===== config.mk =====
export PLATFORM = sky130hd
export DESIGN_NAME = logicnet_input_quantizer_flat
export DESIGN_NICKNAME = d
export VERILOG_FILES = /design/src/rtl/logicnet_input_quantizer_if.sv /design/src/rtl/logicnet_input_quantizer.sv /design/src/flat_wrapper.sv
export SDC_FILE = /design/constraint.sdc
export NUM_CORES = 2
export LEC_CHECK = 0
export ABC_CLOCK_PERIOD_IN_PS = 4200
export CAP_MARGIN = 20
export CELL_PAD_IN_SITES_DETAIL_PLACEMENT = 1
export CELL_PAD_IN_SITES_GLOBAL_PLACEMENT = 2
export CORE_MARGIN = 2
export CORE_UTILIZATION = 40
export DETAILED_ROUTE_END_ITERATION = 8
export DONT_BUFFER_PORTS = 1
export PLACE_DENSITY = 0.69
export SLEW_MARGIN = 15
export SYNTH_ARGS = -nofsm -noshare
export SYNTH_HDL_FRONTEND = slang
export SYNTH_SLANG_ARGS = --single-unit

===== constraint.sdc =====
create_clock -name clk -period 4.2 [get_ports clk]
set_input_delay 1.26 -clock clk [delete_from_list [all_inputs] [get_ports clk]]
set_output_delay 1.26 -clock clk [all_outputs]
set_load 0.01 [all_outputs]

===== src/rtl/logicnet_input_quantizer_if.sv =====
// Stream bundle between the raw-feature source, the quantizer and the
// layer-0 neuron bank.
//   s_valid/s_ready/s_data/s_last : raw signed feature beats, one per feature
//   m_valid/m_ready/m_data        : one packed code vector per sample
// slave  : the quantizer's view (consumes s_*, produces m_*)
// master : the environment's view (produces s_*, consumes m_*)
interface logicnet_input_quantizer_if #(
   parameter int NUM_FEATURES = 49,
   parameter int FEAT_W       = 16
);
   logic                      s_valid;
   logic                      s_ready;
   logic [FEAT_W-1:0]         s_data;
   logic                      s_last;
   logic                      m_valid;
   logic                      m_ready;
   logic [2*NUM_FEATURES-1:0] m_data;

   modport master (
      output s_valid, s_data, s_last, m_ready,
      input  s_ready, m_valid, m_data
   );

   modport slave (
      input  s_valid, s_data, s_last, m_ready,
      output s_ready, m_valid, m_data
   );
endinterface


===== src/rtl/logicnet_input_quantizer.sv =====
// LogicNets input quantizer. Each accepted raw feature is compared against
// three programmable signed thresholds for its feature slot; the number of
// thresholds it meets or exceeds (0..3) is packed into a per-sample vector
// that is handed to layer 0 once the sample is complete. Samples whose
// s_last does not line up with the last feature are dropped and flagged.
// Ports:
//   clk, rst_n : clock, asynchronous active-low reset
//   bus        : stream bundle (slave side), see logicnet_input_quantizer_if
//   cfg_we     : threshold write strobe
//   cfg_addr   : threshold index 3*f+k; out-of-range addresses are ignored
//   cfg_data   : signed threshold value
//   err_len    : one-cycle pulse when a sample is dropped for bad framing
module logicnet_input_quantizer #(
   parameter int NUM_FEATURES = 49,
   parameter int FEAT_W       = 16,
   parameter int QBITS        = 2,
   localparam int AW          = $clog2(3*NUM_FEATURES),
   localparam int IW          = $clog2(NUM_FEATURES)
) (
   input  logic                          clk,
   input  logic                          rst_n,
   logicnet_input_quantizer_if.slave     bus,
   input  logic                          cfg_we,
   input  logic [AW-1:0]                 cfg_addr,
   input  logic [FEAT_W-1:0]             cfg_data,
   output logic                          err_len
);

   localparam logic [1:0] ST_COLLECT = 2'd0;
   localparam logic [1:0] ST_HOLD    = 2'd1;
   localparam logic [1:0] ST_DROP    = 2'd2;

   localparam logic [IW-1:0] IDX_LAST = IW'(NUM_FEATURES-1);

   logic signed [FEAT_W-1:0]             thr_q [NUM_FEATURES][3];
   logic [NUM_FEATURES-1:0][QBITS-1:0]   pack_q, pack_d;
   logic [1:0]                           state_q, state_d;
   logic [IW-1:0]                        idx_q, idx_d;
   logic                                 err_q, err_d;
   logic                                 live_q;
   logic signed [FEAT_W-1:0]             din;
   logic [QBITS-1:0]                     code;
   logic                                 acc;

   // Threshold store: address decode by comparison, so addresses past the
   // last threshold simply match nothing.
   always_ff @(posedge clk or negedge rst_n) begin
      if (!rst_n) begin
         for (int f = 0; f < NUM_FEATURES; f++)
            for (int k = 0; k < 3; k++)
               thr_q[f][k] <= '0;
      end else begin
         for (int f = 0; f < NUM_FEATURES; f++)
            for (int k = 0; k < 3; k++)
               if (cfg_we && cfg_addr == AW'(3*f + k))
                  thr_q[f][k] <= cfg_data;
      end
   end

   // Thermometer count against the current (pre-write) thresholds; the
   // thresholds are unordered so each comparison contributes independently.
   assign din = bus.s_data;
   always_comb begin
      code = '0;
      for (int k = 0; k < 3; k++)
         if (din >= thr_q[idx_q][k])
            code = code + 1'b1;
   end

   // s_ready stays low through reset and comes up on the first clock after.
   assign acc         = bus.s_valid && bus.s_ready;
   assign bus.s_ready = live_q && (state_q != ST_HOLD);
   assign bus.m_valid = (state_q == ST_HOLD);
   assign bus.m_data  = pack_q;
   assign err_len     = err_q;

   always_comb begin
      state_d = state_q;
      idx_d   = idx_q;
      pack_d  = pack_q;
      err_d   = 1'b0;
      case (state_q)
         ST_COLLECT: begin
            if (acc) begin
               // Storing on a framing error is harmless: the next good
               // sample overwrites every slot before it is presented.
               pack_d[idx_q] = code;
               if (idx_q == IDX_LAST) begin
                  idx_d   = '0;
                  state_d = bus.s_last ? ST_HOLD : ST_DROP;
                  err_d   = !bus.s_last;
               end else if (bus.s_last) begin
                  idx_d = '0;
                  err_d = 1'b1;
               end else begin
                  idx_d = idx_q + 1'b1;
               end
            end
         end
         ST_HOLD: begin
            if (bus.m_ready)
               state_d = ST_COLLECT;
         end
         ST_DROP: begin
            if (acc && bus.s_last)
               state_d = ST_COLLECT;
         end
         default: state_d = ST_COLLECT;
      endcase
   end

   always_ff @(posedge clk or negedge rst_n) begin
      if (!rst_n) begin
         state_q <= ST_COLLECT;
         idx_q   <= '0;
         pack_q  <= '0;
         err_q   <= 1'b0;
         live_q  <= 1'b0;
      end else begin
         state_q <= state_d;
         idx_q   <= idx_d;
         pack_q  <= pack_d;
         err_q   <= err_d;
         live_q  <= 1'b1;
      end
   end

endmodule


===== src/flat_wrapper.sv =====
// flat-port wrapper written by rule: the top's interface ports become plain ports
module logicnet_input_quantizer_flat 
#(
   parameter int NUM_FEATURES = 49,
   parameter int FEAT_W       = 16,
   parameter int QBITS        = 2,
   localparam int AW          = $clog2(3*NUM_FEATURES),
   localparam int IW          = $clog2(NUM_FEATURES)
)
  (clk, rst_n, cfg_we, cfg_addr, cfg_data, err_len, bus_s_valid, bus_s_data, bus_s_last, bus_m_ready, bus_s_ready, bus_m_valid, bus_m_data);
  logicnet_input_quantizer_if #(.NUM_FEATURES(NUM_FEATURES), .FEAT_W(FEAT_W)) bus_i ();
  input  logic clk;
  input  logic rst_n;
  input  logic cfg_we;
  input  logic [AW-1:0] cfg_addr;
  input  logic [FEAT_W-1:0] cfg_data;
  output logic err_len;
  input wire logic [$bits(bus_i.s_valid)-1:0] bus_s_valid;
  input wire logic [$bits(bus_i.s_data)-1:0] bus_s_data;
  input wire logic [$bits(bus_i.s_last)-1:0] bus_s_last;
  input wire logic [$bits(bus_i.m_ready)-1:0] bus_m_ready;
  output wire logic [$bits(bus_i.s_ready)-1:0] bus_s_ready;
  output wire logic [$bits(bus_i.m_valid)-1:0] bus_m_valid;
  output wire logic [$bits(bus_i.m_data)-1:0] bus_m_data;
  assign bus_i.s_valid = bus_s_valid;
  assign bus_i.s_data = bus_s_data;
  assign bus_i.s_last = bus_s_last;
  assign bus_i.m_ready = bus_m_ready;
  assign bus_s_ready = bus_i.s_ready;
  assign bus_m_valid = bus_i.m_valid;
  assign bus_m_data = bus_i.m_data;
  logicnet_input_quantizer #(.NUM_FEATURES(NUM_FEATURES), .FEAT_W(FEAT_W), .QBITS(QBITS)) u_core (.clk(clk), .rst_n(rst_n), .bus(bus_i), .cfg_we(cfg_we), .cfg_addr(cfg_addr), .cfg_data(cfg_data), .err_len(err_len));
endmodule

==> implementation parameters <==
Parameter                              Value

Floorplanning
  Area of the die    285,000 sq um
  Top Ports    147
  Width of the die    534 um
  Area of the placeable core    279,000 sq um
  Number of rows created at floorplan    194
  Die span in y    534 um
  Starting Density    40.2%

Worst setup path
  Path depth of the worst reg2reg path    18
  Worst Setup Path Type    flip-flop to flip-flop
  Launching element type of the critical path    flip-flop
  Slowest cell delay on critical path    0.51 ns
  Family with the most delay on the worst path    compound AO/OA/AOI/OAI gates
  Buffers and inverters on the worst path    6
  Critical Path Fanout Max    10
  Cells traversed along the worst timing path    buf_12 > buf_16 > buf_8 > and2_4 > bufbuf_16 > buf_4 > a221oi_2 > o22ai_2 > a22o_1 > nor4_1 > ha_1 > nor2b_1 > o211ai_1 > a21oi_2 > or3b_4 > a211o_4 > clkbuf_16 > a31oi_1
  Setup crit end kind    flip-flop
  Max stage delay cell, worst path    sky130_fd_sc_hd__dfrtp_4
  Crit path arrival time    5.91 ns
  Number of logic stages on the critical path including buffering    18
  Worst Path Required    5.00 ns

Timing
  Final hold violation count    0
  Count of final max-slew check failures    0
  Maximum operating frequency    196 MHz
  Relative slew slack    22.5%
  Time the worst path needs with I/O delays and setup    5.11 ns
  Unrepaired setup endpoints after global routing    true
  Final setup violation count    98
  Period utilisation layout    122%
  Fin Clk Skew    0.0554 ns
  Post-Route Setup TNS    -77.79 ns
  Worst-margin pin slew    1.16 ns
  Setup slack after layout    -0.912 ns

Drt
  Overall routed net length    439,000 um
  Detailed router's first-iteration violation count    6,946
  Average via count per standard cell    6.12
  Antenna viol nets, final    0
  Wirelength per Cell    34.7 um
  Vias post-DR    77,350
  Initial DRT Pass Iterations    6
  DRC violation count after routing    0

Yosys
  Synth cell count leaders    2,518 x sky130_fd_sc_hd__mux2_2, 2,460 x sky130_fd_sc_hd__dfrtp_1, 478 x sky130_fd_sc_hd__clkbuf_1
  Cell types occupying the most area after synthesis    sky130_fd_sc_hd__dfrtp_1 55%, sky130_fd_sc_hd__mux2_2 25%, sky130_fd_sc_hd__mux4_2 4.0%
  Synth async-reset ratio    100%
  Most instantiated library cell after synthesis    sky130_fd_sc_hd__mux2_2
  Syn avg cell area    13.8 sq um
  Synthesis-stage register bit count    2,460
  Proportion of synthesized chip area in sequential cells    54.8%
  Yosys warnings    0
  Post-synth EDFFs    0
  Mapped Area    112,000 sq um
  Cell type with the largest total area after synthesis    sky130_fd_sc_hd__dfrtp_1
  Synth Instances    8,168
  Post-Synthesis Net Count    8,266
  Prevailing post-synth register cell    sky130_fd_sc_hd__dfrtp_1
  Cell variety after synth    74
  Synth top area share    54.8%

GRT
  Combined global-route utilization of all metal layers    30.1%
  Number of antenna violations at the first check in global routing    29
  First-pass GRT wire length    623,000 um
  Gr ovfl total    0
  Largest net degree at the start of global routing    230
  Vias in the first global route    82,028

Pwr
  Maximum vdd drop    0.306 mV
  Final Power    60,000 uW
  Static Leakage    0.0633 uW
  Power per Cell Area    444 nW/um^2

Cells and area
  Final nets    8,770
  Fraction of layout cells with a size suffix above 1    50.1%
  Number of fill cells in the layout    27,262
  Footprint of the flip-flops and latches    61,600 sq um
  Combined area of the multi-input logic cells    49,300 sq um
  Synth-to-layout area growth    20.3%

Placed design
  DPL Wire Length    275,000 um
  Port Buf Inserts    0
  GP Congestion    0.907

Clocking
  Worst-path clk slew    0.06 ns
  Number of CTS-inserted buffers    285
  Max clock buf depth    4
  Level count of the clock H-tree    5
  # clock sinks    2,460
  Clk_lat worst skew    0.92 ns
  Root buffer selected by CTS    sky130_fd_sc_hd__clkbuf_16
  CTS tree    built

Hold path
  Hold/Removal Path Class    input port to async pin

Outcome
  Outcome    complete, but fails checks
  Violated checks    negative setup slack

Job
  Max cap viols    0
==> flip-flops by register name, indices dropped and copies added (netlist names) <==
signal / count
u_core.idx_q: 6
u_core.live_q: 1
u_core.thr_q: 2352
u_core.bus.m_data: 98
u_core.state_q: 2
u_core.err_len: 1
==> power by group <==
part | switching [uW] | total, uW | internal, uW
clock | 10600 | 25000 | 14400
sequential | 684 | 25500 | 24900
combinational | 5400 | 9480 | 4080
==> what timing repair did <==
action | CTS | global route
gates resized for setup | 197 | 142
hold buffers | 1 | 0
pin swaps | 51 | 51
buffers inserted | 39 | 13
endpoints found under the hold margin | 2 | 0
cloned | 13 | 14
endpoints found under the setup margin | 98 | 98
==> routing by layer <==
metal / wire [um] / vias to the layer above / share of wire (%) / GRT usage (%)
li1: - / 31272 / - / -
met1: 185000 / 42512 / 42 / 40.7
met2: 201000 / 2744 / 46 / 47.0
met3: 34400 / 808 / 7.8 / 7.11
met4: 18100 / 14 / 4.1 / 11.3
met5: 109 / - / 0.025 / 0
==> layout make-up <==
type                       instances  area share [%]
tap                             3724            3.45
multi-input combinational       4936            36.5
clock inverter                    73           0.731
antenna                           32          0.0593
sequential                      2460            45.6
inverter                           9          0.0380
timing repair buffer             980            7.51
clock buffer                     422            6.15
==> final timing paths <==
path	startpoint	end	slack (ns)
max in group asynchronous	rst_n	u_core.thr_q[848]	0.68
min	rst_n	u_core.thr_q[1561]	0.29
min reg2reg	u_core.thr_q[1639]	u_core.thr_q[1639]	0.50
max	u_core.idx_q[2]	u_core.bus.m_data[72]	-0.91
max reg2reg	u_core.idx_q[2]	u_core.bus.m_data[72]	-0.91
min in group clk	bus_s_valid	u_core.state_q[1]	0.45
==> kinds of logic (layout without fill, tap and decap cells) <==
logic type,count (synthesis),count (layout),synth area share [%]
flops,2460,2460,54.8
fa+ha+maj,52,52,0.579
simple gates,809,809,3.07
buf+inv,772,1484,2.96
mux,2980,2980,31.6
other cells,1,33,0.00334
xor+xnor,1,1,0.00780
compound gates,1093,1093,6.95
==> cell usage in the layout, fill, tap and decap left out, types with 34 or more instances in the layout <==
cell,count
sky130_fd_sc_hd__clkinv_2,34
sky130_fd_sc_hd__buf_12,135
sky130_fd_sc_hd__a22oi_1,149
sky130_fd_sc_hd__mux2i_1,243
sky130_fd_sc_hd__mux2_2,2517
sky130_fd_sc_hd__clkbuf_8,60
sky130_fd_sc_hd__a221oi_1,192
sky130_fd_sc_hd__a22o_1,38
sky130_fd_sc_hd__o22ai_1,96
sky130_fd_sc_hd__nor2_2,91
sky130_fd_sc_hd__mux4_2,202
sky130_fd_sc_hd__a221oi_2,35
sky130_fd_sc_hd__buf_4,765
sky130_fd_sc_hd__nand2_1,297
sky130_fd_sc_hd__o21ai_0,112
sky130_fd_sc_hd__clkbuf_16,297
sky130_fd_sc_hd__dfrtp_1,2457
sky130_fd_sc_hd__ha_1,47
sky130_fd_sc_hd__buf_16,34
sky130_fd_sc_hd__nor2_1,243
sky130_fd_sc_hd__a21oi_1,155
sky130_fd_sc_hd__a221o_1,54
sky130_fd_sc_hd__clkbuf_1,74
==> per-stage QoR <==
step           cells  hold slack, ns  cell area (sq um)  worst slack, ns  utilization (%)
2_1_floorplan   8168           0.456             113000          0.00392                -
3_3_place_gp   12026           0.481             123000            -1.37             43.9
3_5_place_dp   12033           0.487             123000            -1.41             43.9
4_1_cts        12581           0.294             134000           -0.777             47.9
5_1_grt        12620           0.319             135000            -1.02             48.4
6_report       12636           0.289             135000           -0.912             48.4
Power figures use the tool's default switching activity.
